--- src/rtl/bidir_frame_serdes_pkg.sv ---
// Shared state type, counter width and frame sizing for bidir_frame_serdes.
// Defining BIDIR_PARITY_EN appends an even-parity bit to every frame.
package bidir_serdes_pkg;

    typedef enum logic [1:0] {
        IDLE  = 2'd0,
        SHIFT = 2'd1,
        GAP   = 2'd2
    } serdes_state_t;

    localparam int unsigned FRAME_CNT_W = 16;

    // Bits on the wire for a payload of the given width
    function automatic int unsigned frame_bits(input int unsigned width);
`ifdef BIDIR_PARITY_EN
        return width + 1;
`else
        return width;
`endif
    endfunction

endpackage

--- src/rtl/bidir_frame_serdes_if.sv ---
// TX (s_axis) and RX (m_axis) stream bundle between the FIFOs and the serdes.
// slave is the serdes view; master is the FIFO/test view.
interface bidir_frame_serdes_if #(
    parameter int unsigned TX_WIDTH = 48,
    parameter int unsigned RX_WIDTH = 16
);
    logic [TX_WIDTH-1:0] s_axis_tdata;
    logic                s_axis_tvalid;
    logic                s_axis_tlast;
    logic                s_axis_tready;
    logic [RX_WIDTH-1:0] m_axis_tdata;
    logic                m_axis_tvalid;
    logic                m_axis_tlast;
    logic                m_axis_tready;

    modport master (
        output s_axis_tdata, s_axis_tvalid, s_axis_tlast, m_axis_tready,
        input  s_axis_tready, m_axis_tdata, m_axis_tvalid, m_axis_tlast
    );

    modport slave (
        input  s_axis_tdata, s_axis_tvalid, s_axis_tlast, m_axis_tready,
        output s_axis_tready, m_axis_tdata, m_axis_tvalid, m_axis_tlast
    );
endinterface

--- src/rtl/bidir_frame_serdes_bit_timer.sv ---
// Half-bit period counter: launch/sample strobes flag the edge ending the current cycle.
// txclk_c rests at pol and takes the opposite level in the second half of each shifted bit.
module bidir_bit_timer #(
    parameter int unsigned DIV_W = 8
) (
    input  logic             clk,
    input  logic             rst_n,
    input  logic             run,
    input  logic             toggle_en,
    input  logic             pol,
    input  logic [DIV_W-1:0] div,
    output logic             launch_c,
    output logic             sample_c,
    output logic             txclk_c
);

    logic [DIV_W-1:0] cnt;
    logic             phase;
    logic             term_c;

    assign term_c   = (cnt == div);
    assign sample_c = run & term_c & ~phase;
    assign launch_c = run & term_c & phase;
    assign txclk_c  = pol ^ (phase & toggle_en);

    always_ff @(posedge clk or negedge rst_n) begin
        if (!rst_n) begin
            cnt   <= '0;
            phase <= 1'b0;
        end else if (!run) begin
            cnt   <= '0;
            phase <= 1'b0;
        end else if (term_c) begin
            cnt   <= '0;
            phase <= ~phase;
        end else begin
            cnt   <= DIV_W'(cnt + 1'b1);
        end
    end

endmodule

--- src/rtl/bidir_frame_serdes.sv ---
// Full-duplex frame serializer/deserializer between the stream FIFOs and DTX/DRX/DSYNC/txclk.
// Optional even-parity bit per frame under BIDIR_PARITY_EN.
module bidir_frame_serdes
    import bidir_serdes_pkg::*;
#(
    parameter int unsigned TX_WIDTH = 48,
    parameter int unsigned RX_WIDTH = 16,
    parameter int unsigned DIV_W    = 8
) (
    input  logic                   clk,
    input  logic                   rst_n,
    input  logic                   enable,
    input  logic                   sck_pol,
    input  logic [DIV_W-1:0]       clk_div,
    bidir_frame_serdes_if.slave    axis,
    output logic                   txclk,
    output logic                   dtx,
    output logic                   dsync,
    input  logic                   drx,
    output logic                   busy,
    output logic                   rx_overflow,
    output logic                   parity_err,
    output logic [FRAME_CNT_W-1:0] frame_cnt
);

    localparam int unsigned FRAME_BITS = frame_bits(TX_WIDTH);
    localparam int unsigned RX_BITS    = frame_bits(RX_WIDTH);
    localparam int unsigned RX_START   = FRAME_BITS - RX_BITS;
    localparam int unsigned IDX_W      = $clog2(FRAME_BITS);

    if (RX_WIDTH > TX_WIDTH) begin : g_width_check
        $error("bidir_frame_serdes: RX_WIDTH must not exceed TX_WIDTH");
    end

    function automatic logic [FRAME_BITS-1:0] frame_word(input logic [TX_WIDTH-1:0] d);
`ifdef BIDIR_PARITY_EN
        return {d, ^d};
`else
        return d;
`endif
    endfunction

    serdes_state_t           state, state_d;
    logic [IDX_W-1:0]        bit_idx, bit_idx_d;
    logic [FRAME_BITS-1:0]   tx_sr, tx_sr_d;
    logic [RX_BITS-1:0]      rx_sr, rx_sr_d;
    logic                    tlast_q, tlast_d;
    logic [DIV_W-1:0]        div_q, div_d;
    logic                    pol_q, pol_d;
    logic                    dtx_d, dsync_d, busy_d;
    logic                    s_tready_q, s_tready_d;
    logic [RX_WIDTH-1:0]     m_tdata_q, m_tdata_d;
    logic                    m_tvalid_q, m_tvalid_d;
    logic                    m_tlast_q, m_tlast_d;
    logic                    rx_overflow_d, parity_err_d;
    logic [FRAME_CNT_W-1:0]  frame_cnt_d;
    logic                    launch_c, sample_c, tmr_pol_c;

    assign axis.s_axis_tready = s_tready_q;
    assign axis.m_axis_tdata  = m_tdata_q;
    assign axis.m_axis_tvalid = m_tvalid_q;
    assign axis.m_axis_tlast  = m_tlast_q;

    // Idle txclk follows the live polarity; frames use the latched one
    assign tmr_pol_c = (state == IDLE) ? sck_pol : pol_q;

    bidir_bit_timer #(.DIV_W(DIV_W)) u_timer (
        .clk       (clk),
        .rst_n     (rst_n),
        .run       (state != IDLE),
        .toggle_en (state == SHIFT),
        .pol       (tmr_pol_c),
        .div       (div_q),
        .launch_c  (launch_c),
        .sample_c  (sample_c),
        .txclk_c   (txclk)
    );

    always_ff @(posedge clk or negedge rst_n) begin
        if (!rst_n) begin
            state       <= IDLE;
            bit_idx     <= '0;
            tx_sr       <= '0;
            rx_sr       <= '0;
            tlast_q     <= 1'b0;
            div_q       <= '0;
            pol_q       <= 1'b0;
            dtx         <= 1'b0;
            dsync       <= 1'b0;
            busy        <= 1'b0;
            s_tready_q  <= 1'b0;
            m_tdata_q   <= '0;
            m_tvalid_q  <= 1'b0;
            m_tlast_q   <= 1'b0;
            rx_overflow <= 1'b0;
            parity_err  <= 1'b0;
            frame_cnt   <= '0;
        end else begin
            state       <= state_d;
            bit_idx     <= bit_idx_d;
            tx_sr       <= tx_sr_d;
            rx_sr       <= rx_sr_d;
            tlast_q     <= tlast_d;
            div_q       <= div_d;
            pol_q       <= pol_d;
            dtx         <= dtx_d;
            dsync       <= dsync_d;
            busy        <= busy_d;
            s_tready_q  <= s_tready_d;
            m_tdata_q   <= m_tdata_d;
            m_tvalid_q  <= m_tvalid_d;
            m_tlast_q   <= m_tlast_d;
            rx_overflow <= rx_overflow_d;
            parity_err  <= parity_err_d;
            frame_cnt   <= frame_cnt_d;
        end
    end

    always_comb begin
        state_d       = state;
        bit_idx_d     = bit_idx;
        tx_sr_d       = tx_sr;
        rx_sr_d       = rx_sr;
        tlast_d       = tlast_q;
        div_d         = div_q;
        pol_d         = pol_q;
        dtx_d         = dtx;
        dsync_d       = dsync;
        m_tdata_d     = m_tdata_q;
        m_tvalid_d    = m_tvalid_q & ~axis.m_axis_tready;
        m_tlast_d     = m_tlast_q;
        rx_overflow_d = rx_overflow;
        parity_err_d  = parity_err;
        frame_cnt_d   = frame_cnt;

        unique case (state)
            IDLE: begin
                if (s_tready_q && axis.s_axis_tvalid) begin
                    state_d   = SHIFT;
                    bit_idx_d = '0;
                    tx_sr_d   = frame_word(axis.s_axis_tdata);
                    dtx_d     = tx_sr_d[FRAME_BITS-1];
                    dsync_d   = 1'b1;
                    rx_sr_d   = '0;
                    tlast_d   = axis.s_axis_tlast;
                    div_d     = clk_div;
                    pol_d     = sck_pol;
                end
            end
            SHIFT: begin
                // Only the tail of the frame carries RX payload
                if (sample_c && (bit_idx >= IDX_W'(RX_START)))
                    rx_sr_d = {rx_sr[RX_BITS-2:0], drx};
                if (launch_c) begin
                    dsync_d = 1'b0;
                    if (bit_idx == IDX_W'(FRAME_BITS - 1)) begin
                        state_d = GAP;
                        dtx_d   = 1'b0;
                    end else begin
                        bit_idx_d = IDX_W'(bit_idx + 1'b1);
                        tx_sr_d   = tx_sr << 1;
                        dtx_d     = tx_sr_d[FRAME_BITS-1];
                    end
                end
            end
            GAP: begin
                if (launch_c) begin
                    state_d     = IDLE;
                    frame_cnt_d = FRAME_CNT_W'(frame_cnt + 1'b1);
                    if (!m_tvalid_q || axis.m_axis_tready) begin
                        m_tdata_d  = rx_sr[RX_BITS-1 -: RX_WIDTH];
                        m_tlast_d  = tlast_q;
                        m_tvalid_d = 1'b1;
                    end else begin
                        rx_overflow_d = 1'b1;
                    end
`ifdef BIDIR_PARITY_EN
                    if (^rx_sr)
                        parity_err_d = 1'b1;
`endif
                end
            end
            default: state_d = IDLE;
        endcase

        s_tready_d = (state_d == IDLE) & enable;
        busy_d     = (state_d != IDLE);
    end

endmodule

--- src/flat_wrapper.sv ---
// flat-port wrapper written by rule: the top's interface ports become plain ports
module bidir_frame_serdes_flat import bidir_serdes_pkg::*;
#(
    parameter int unsigned TX_WIDTH = 48,
    parameter int unsigned RX_WIDTH = 16,
    parameter int unsigned DIV_W    = 8
)
  (clk, rst_n, enable, sck_pol, clk_div, txclk, dtx, dsync, drx, busy, rx_overflow, parity_err, frame_cnt, axis_s_axis_tdata, axis_s_axis_tvalid, axis_s_axis_tlast, axis_m_axis_tready, axis_s_axis_tready, axis_m_axis_tdata, axis_m_axis_tvalid, axis_m_axis_tlast);
  bidir_frame_serdes_if #(.TX_WIDTH(TX_WIDTH), .RX_WIDTH(RX_WIDTH)) axis_i ();
  input  logic clk;
  input  logic rst_n;
  input  logic enable;
  input  logic sck_pol;
  input  logic [DIV_W-1:0] clk_div;
  output logic txclk;
  output logic dtx;
  output logic dsync;
  input  logic drx;
  output logic busy;
  output logic rx_overflow;
  output logic parity_err;
  output logic [FRAME_CNT_W-1:0] frame_cnt;
  input wire logic [$bits(axis_i.s_axis_tdata)-1:0] axis_s_axis_tdata;
  input wire logic [$bits(axis_i.s_axis_tvalid)-1:0] axis_s_axis_tvalid;
  input wire logic [$bits(axis_i.s_axis_tlast)-1:0] axis_s_axis_tlast;
  input wire logic [$bits(axis_i.m_axis_tready)-1:0] axis_m_axis_tready;
  output wire logic [$bits(axis_i.s_axis_tready)-1:0] axis_s_axis_tready;
  output wire logic [$bits(axis_i.m_axis_tdata)-1:0] axis_m_axis_tdata;
  output wire logic [$bits(axis_i.m_axis_tvalid)-1:0] axis_m_axis_tvalid;
  output wire logic [$bits(axis_i.m_axis_tlast)-1:0] axis_m_axis_tlast;
  assign axis_i.s_axis_tdata = axis_s_axis_tdata;
  assign axis_i.s_axis_tvalid = axis_s_axis_tvalid;
  assign axis_i.s_axis_tlast = axis_s_axis_tlast;
  assign axis_i.m_axis_tready = axis_m_axis_tready;
  assign axis_s_axis_tready = axis_i.s_axis_tready;
  assign axis_m_axis_tdata = axis_i.m_axis_tdata;
  assign axis_m_axis_tvalid = axis_i.m_axis_tvalid;
  assign axis_m_axis_tlast = axis_i.m_axis_tlast;
  bidir_frame_serdes #(.TX_WIDTH(TX_WIDTH), .RX_WIDTH(RX_WIDTH), .DIV_W(DIV_W)) u_core (.clk(clk), .rst_n(rst_n), .enable(enable), .sck_pol(sck_pol), .clk_div(clk_div), .axis(axis_i), .txclk(txclk), .dtx(dtx), .dsync(dsync), .drx(drx), .busy(busy), .rx_overflow(rx_overflow), .parity_err(parity_err), .frame_cnt(frame_cnt));
endmodule
--- config.mk ---
export PLATFORM = sky130hd
export DESIGN_NAME = bidir_frame_serdes_flat
export DESIGN_NICKNAME = d
export VERILOG_FILES = /design/src/rtl/bidir_frame_serdes_pkg.sv /design/src/rtl/bidir_frame_serdes_if.sv /design/src/rtl/bidir_frame_serdes_bit_timer.sv /design/src/rtl/bidir_frame_serdes.sv /design/src/flat_wrapper.sv
export SDC_FILE = /design/constraint.sdc
export NUM_CORES = 1
export LEC_CHECK = 0
export BUFFER_PORTS_ARGS = -buffer_cell sky130_fd_sc_hd__clkbuf_2
export CAP_MARGIN = 20
export CORE_UTILIZATION = 40
export CTS_BUF_LIST = sky130_fd_sc_hd__clkbuf_4 sky130_fd_sc_hd__clkbuf_8
export CTS_CLUSTER_DIAMETER = 50
export DETAILED_ROUTE_END_ITERATION = 8
export GPL_TIMING_DRIVEN = 1
export HOLD_SLACK_MARGIN = 0.08
export SLEW_MARGIN = 20
export SYNTH_ARGS = -nofsm -noshare
export SYNTH_HDL_FRONTEND = slang
export SYNTH_SLANG_ARGS = --single-unit
--- constraint.sdc ---
create_clock -name clk -period 3.4 [get_ports clk]
set_input_delay 0 -clock clk [delete_from_list [all_inputs] [get_ports clk]]
set_output_delay 0 -clock clk [all_outputs]
set_load 0.005 [all_outputs]
# Yosys cells after proc, flatten, opt, wreduce, memory -nomap -nowiden
# Index checks and enable logic that the tools add are counted.
[totals] register_bits=129 input_bits=64 output_inout_bits=41 wordCells=88
[op_classes] n_addsub=3 order_cmp=1 eq_ne=9 mux=31 bitwise=10 n_reduce_logical=16
[op_table] cell="$mux 47" count=3
[op_table] cell="$pmux 47 s2" count=1
[op_table] cell="$mux 16" count=2
[op_table] cell="$pmux 16 s2" count=1
[op_table] cell="$mux 6" count=3
[op_table] cell="$add 16x1->16 const B" count=1
[op_table] cell="$mux 8" count=2
[op_table] cell="$pmux 6 s2" count=1
[op_table] cell="$reduce_and 3->1" count=4
[op_table] cell="$mux 1" count=11
[op_table] cell="$add 8x1->8 const B" count=1
[op_table] cell="$eq 8x8->1" count=1
[op_table] cell="$mux 2" count=4
[op_table] cell="$add 6x1->6 const B" count=1
[op_table] cell="$and 1x1->1" count=6
[op_table] cell="$eq 6x6->1 const B" count=1
[op_table] cell="$ge 6x6->1 const B" count=1
[op_table] cell="$ne 2x1->1 const B" count=3
[op_table] cell="$pmux 2 s3" count=1
[op_table] cell="$reduce_bool 2->1" count=3
[op_table] cell="$logic_not 2->1" count=2
[op_table] cell="$ne 2x2->1 const B" count=2
[op_table] cell="$pmux 1 s2" count=2
[op_table] cell="$reduce_and 2->1" count=2
[op_table] cell="other kinds (8)" count=11

# Logic depth before layout (Yosys ltp)
[logic_depth] depth_word=7 mapped_depth=8 mapped_depth_nobuf=6

# Cells and area by module
# A second synthesis with hierarchy kept.
[unflattened] hier_cells=534 area_unflattened_um2=5744.3
[by_module_without_submodules] mod="bidir_frame_serdes" n_inst=1 cells_each=483 area_each_um2=5186.2 seq_area_each_um2=3002.9
[by_module_without_submodules] mod="bidir_bit_timer" n_inst=1 cells_each=51 area_each_um2=558.0 seq_area_each_um2=225.2

# Worst setup path after synthesis
# No wires, ideal clock.
[synth_path] path_type="reg-to-reg" startpoint="reg u_core.u_timer.cnt[0]" endpoint="reg u_core.rx_sr[11]" setup_ps=128 t_arrival_ps=1907 t_required_ps=3272 path_slack_ps=1366 path_stages_with_launch=8 n_path_buf=2 period_less_slack_ps=2034 path_cell_list="dfrtp_1 > xnor2_1 > nand4_2 > nor3_1 > a41o_1 > buf_4 > buf_4 > mux2_1"
[synth_between] elab_chain_cells=6
[synth_rtl] element="start, declared" line_no="bidir_frame_serdes_bit_timer.sv:17" rtl="logic [DIV_W-1:0] cnt;"
[synth_rtl] element="start signal, assigned" line_no="bidir_frame_serdes_bit_timer.sv:37" rtl="cnt <= DIV_W'(cnt + 1'b1);"
[synth_rtl] element="$eq 8x8->1" line_no="bidir_frame_serdes_bit_timer.sv:21" rtl="assign term_c = (cnt == div);"
[synth_rtl] element="$and 1x1->1 (2 in a row)" line_no="bidir_frame_serdes_bit_timer.sv:22" rtl="assign sample_c = run & term_c & ~phase;"
[synth_rtl] element="$logic_and 1x1->1" line_no="bidir_frame_serdes.sv:152" rtl="if (sample_c && (bit_idx >= IDX_W'(RX_START)))"
[synth_rtl] element="$ne 2x1->1 (no source line)"
[synth_rtl] element="$reduce_and 3->1 (no source line)"
[synth_rtl] element="end signal, assigned" line_no="bidir_frame_serdes.sv:102" rtl="rx_sr <= rx_sr_d;"
[synth_rtl] element="end, declared" line_no="bidir_frame_serdes.sv:46" rtl="logic [RX_BITS-1:0] rx_sr, rx_sr_d;"
# No other way between the ends.
# A chain may end at the register's enable or synchronous reset.

# Worst setup path in the final report
[layout_path] startpoint="reg u_core.u_timer.cnt[4]" endpoint="reg u_core.tx_sr[18]"
[layout_between] elab_chain_cells=5
[layout_rtl] element="$eq 8x8->1" line_no="bidir_frame_serdes_bit_timer.sv:21"
[layout_rtl] element="$and 1x1->1 (2 in a row)" line_no="bidir_frame_serdes_bit_timer.sv:23" rtl="assign launch_c = run & term_c & phase;"
[layout_rtl] element="$ne 2x1->1 (no source line)"
[layout_rtl] element="$reduce_and 4->1 (no source line)"
[layout_rtl] element="end signal, assigned" line_no="bidir_frame_serdes.sv:101" rtl="tx_sr <= tx_sr_d;"
[layout_rtl] element="end, declared" line_no="bidir_frame_serdes.sv:45" rtl="logic [FRAME_BITS-1:0] tx_sr, tx_sr_d;"
# No other way between the ends.

==> impl_metrics.env <==
export IMPL_fmax_mhz=382
export IMPL_dr_pass1_iters=5
export IMPL_yosysUniqueCellTypes=39
export IMPL_overflow=0
export IMPL_slew_violations=0
export IMPL_die_x_um=123
export IMPL_status="completed"
export IMPL_ys_flop_type="dfrtp_1"
export IMPL_drt_iter0_markers=273
export IMPL_final_cell_mix="dfrtp_1 (129), clkbuf_2 (102), dlygate4sd3_1 (62)"
export IMPL_hp_class="in2async"
export IMPL_synth_edf_count=0
export IMPL_slew_headroom_pct=35.8
export IMPL_cpLargestDelayFamily="simple AND/OR/NAND/NOR gates"
export IMPL_routed_wl_mm=13.1
export IMPL_clock_sinks=129
export IMPL_ys_seq_area_share_pct=55.5
export IMPL_placed_cell_area_mm2=0.00651
export IMPL_viasPerCell=5.04
export IMPL_layout_nets=763
export IMPL_arrival_ns=2.92
export IMPL_hpwl_mm=8.44
export IMPL_worstPathMaxFanout=27
export IMPL_cp_start_kind="register"
export IMPL_async_reset_ff_share_pct=100
export IMPL_powerDensity_mw_per_mm2=403
export IMPL_synth_cells=536
export IMPL_syn_area_mm2=0.00581
export IMPL_start_util_pct=41.4
export IMPL_final_hold_viol_count=0
export IMPL_route_vias_total=4479
export IMPL_drive_gt1_share_pct=25.4
export IMPL_cp_slowest_stage_delay_ns=0.97
export IMPL_n_antenna_cell=0
export IMPL_p_leak_nw=4.01
export IMPL_root_buffer="clkbuf_8"
export IMPL_worstSetupEndpointType="register"
export IMPL_slowest_stage="or4_2"
export IMPL_cts_path_max_buffers=2
export IMPL_gp_congestion=0.840
export IMPL_port_buffers=103
export IMPL_routedWlPerCell_um=14.8
export IMPL_die_height_um=123
export IMPL_area_growth_pct=30.0
export IMPL_cts_buffers=17
export IMPL_skew_ns=0.00890
export IMPL_grt_pass1_vias=4459
export IMPL_cts_tree="yes"
export IMPL_clk_pin_slew_ns=0.07
export IMPL_cap_violations=0
export IMPL_rows=43
export IMPL_ios=105
export IMPL_yosysWarningCount=0
export IMPL_required_ns=3.70
export IMPL_setup_tns_ns=0
export IMPL_htree_levels=4
export IMPL_clk_latency_ns=0.44
export IMPL_crit_chain="xnor2_1 -> nand4_2 -> or4_2 -> buf_4 -> nand3_1 -> o21ai_0"
export IMPL_remaining_drc_errors=0
export IMPL_mostFrequentLayoutCell="dfrtp_1"
export IMPL_antenna_found_initial=0
export IMPL_synth_seq_cells=129
export IMPL_fp_dieArea_mm2=0.0150
export IMPL_grt_max_degree=79
export IMPL_setup_viol=0
export IMPL_core_mm2=0.0140
export IMPL_synth_nets=604
export IMPL_worst_pin_slew_ns=0.954
export IMPL_postCtsSetupRepairBufs=0
export IMPL_synth_area_per_cell_um2=10.8
export IMPL_crit_type="reg2reg"
export IMPL_ir_drop_mv=0.241
export IMPL_grt_pass1_wl_mm=21.8
export IMPL_period_share_pct=77.0
export IMPL_critical_path_buf_inv_count=1
export IMPL_final_min_clock_period_ns=2.62
export IMPL_rsz0062_at_grt="no"
export IMPL_finalInstanceArea_mm2=0.00756
export IMPL_ant_nets=0
export IMPL_grt_use_total_pct=18.9
-- state kept, by name, indices dropped and copies added, names as in the netlist --
register and cells:
u_core.axis.m_axis_tdata 16, u_core.axis.m_axis_tlast 1, u_core.axis.m_axis_tvalid 1, u_core.axis.s_axis_tready 1, u_core.bit_idx 6, u_core.busy 1
u_core.div_q 8, u_core.dsync 1, u_core.dtx 1, u_core.frame_cnt 16, u_core.pol_q 1, u_core.rx_overflow 1
u_core.rx_sr 16, u_core.state 2, u_core.tlast_q 1, u_core.tx_sr 47, u_core.u_timer.cnt 8, u_core.u_timer.phase 1
-- metal layers --
layer | vias up | track usage, % | share of wire (%) | wire length (um)
li1 | 2175 | - | - | -
met1 | 2188 | 24.9 | 47 | 6240
met2 | 102 | 29.9 | 47 | 6170
met3 | 14 | 5.67 | 4.3 | 569
met4 | 0 | 5.49 | 1.2 | 161
met5 | - | 0 | 0 | 0
-- area by class of cell --
type / count / area, um2
sequential: 129 / 3230
clock buffer: 28 / 354
tap: 180 / 225
multi-input combinational: 359 / 2410
timing repair buffer: 174 / 1220
inverter: 14 / 52.6
fill: 1237 / 6480
clock inverter: 4 / 70.1
-- worst register-to-register path: stages (launching register included) --
cell	delay [ns]
dfrtp_1	0.42
xnor2_1	0.25
nand4_2	0.25
or4_2	0.97
buf_4	0.36
nand3_1	0.12
o21ai_0	0.11
-- cells by family (layout without fill, tap and decap cells) --
| family | count (synthesis) | in the layout | synth area share, % |
|---|---|---|---|
| and+or+nand+nor | 179 | 179 | 15.1 |
| muxes | 80 | 80 | 14.3 |
| DFF | 129 | 129 | 55.5 |
| buffers and inverters | 48 | 220 | 3.38 |
| adders and majority gates | 4 | 4 | 0.861 |
| other | 1 | 1 | 0.0645 |
| AOI/OAI and AO/OA | 65 | 65 | 5.96 |
| xor gates and xnor gates | 30 | 30 | 4.78 |
-- Yosys cell counts (4+ instances only) --
cell type / count / area [um2]
dfrtp_1: 129 / 3230
xor2_1: 7 / 61.3
inv_1: 14 / 52.6
nand2_1: 53 / 199
a21oi_1: 4 / 20.0
and3_1: 8 / 50.1
o21ai_0: 53 / 265
ha_1: 4 / 50.1
clkbuf_1: 25 / 93.8
xnor2_1: 21 / 184
nand3_1: 60 / 300
mux2_2: 24 / 270
nand4_1: 11 / 68.8
buf_2: 4 / 20.0
mux2i_1: 54 / 541
nor2_1: 21 / 78.8
-- final timing paths --
| kind | startpoint | to | depth (start not counted) | slack (ns) |
|---|---|---|---|---|
| max | u_core.u_timer.cnt[4] | u_core.tx_sr[18] | 6 | 0.78 |
| min | rst_n | u_core.axis.m_axis_tdata[8] | 2 | 0.16 |
| max reg2reg | u_core.u_timer.cnt[4] | u_core.tx_sr[18] | 6 | 0.78 |
| min reg2reg | u_core.frame_cnt[15] | u_core.frame_cnt[15] | 1 | 0.48 |
| max in group asynchronous | rst_n | u_core.tx_sr[30] | 3 | 2.50 |
| min in group clk | axis_s_axis_tvalid | u_core.div_q[5] | 5 | 0.19 |
-- report_power, final --
| group | total [mW] | leakage, nW | internal (mW) | switching [mW] |
|---|---|---|---|---|
| sequential | 1.54 | 1.73 | 1.53 | 0.000376 |
| combinational | 0.132 | 2.06 | 0.0767 | 0.0554 |
| clock | 1.38 | 0.224 | 0.809 | 0.567 |
| total | 3.04 | 4.01 | 2.42 | 0.622 |
-- repair_timing --
item	CTS	global route
resized for setup	0	0
hold buffers	62	0
setup endpoints to repair	0	0
endpoints found under the hold margin	139	0
-- metrics by stage --
step	cells	total power, mW	setup slack (ns)	hold slack [ns]	utilization, %
after floorplan	536	1.57	1.37	-0.296	-
after global placement	794	1.64	0.894	0.191	46.4
after detailed placement	794	1.64	0.820	0.202	46.4
after CTS	888	3.08	0.785	0.163	53.8
after global routing	888	3.17	0.647	0.199	53.8
final	888	3.04	0.782	0.160	53.8
Note: power is estimated with default switching activity, not from simulation.
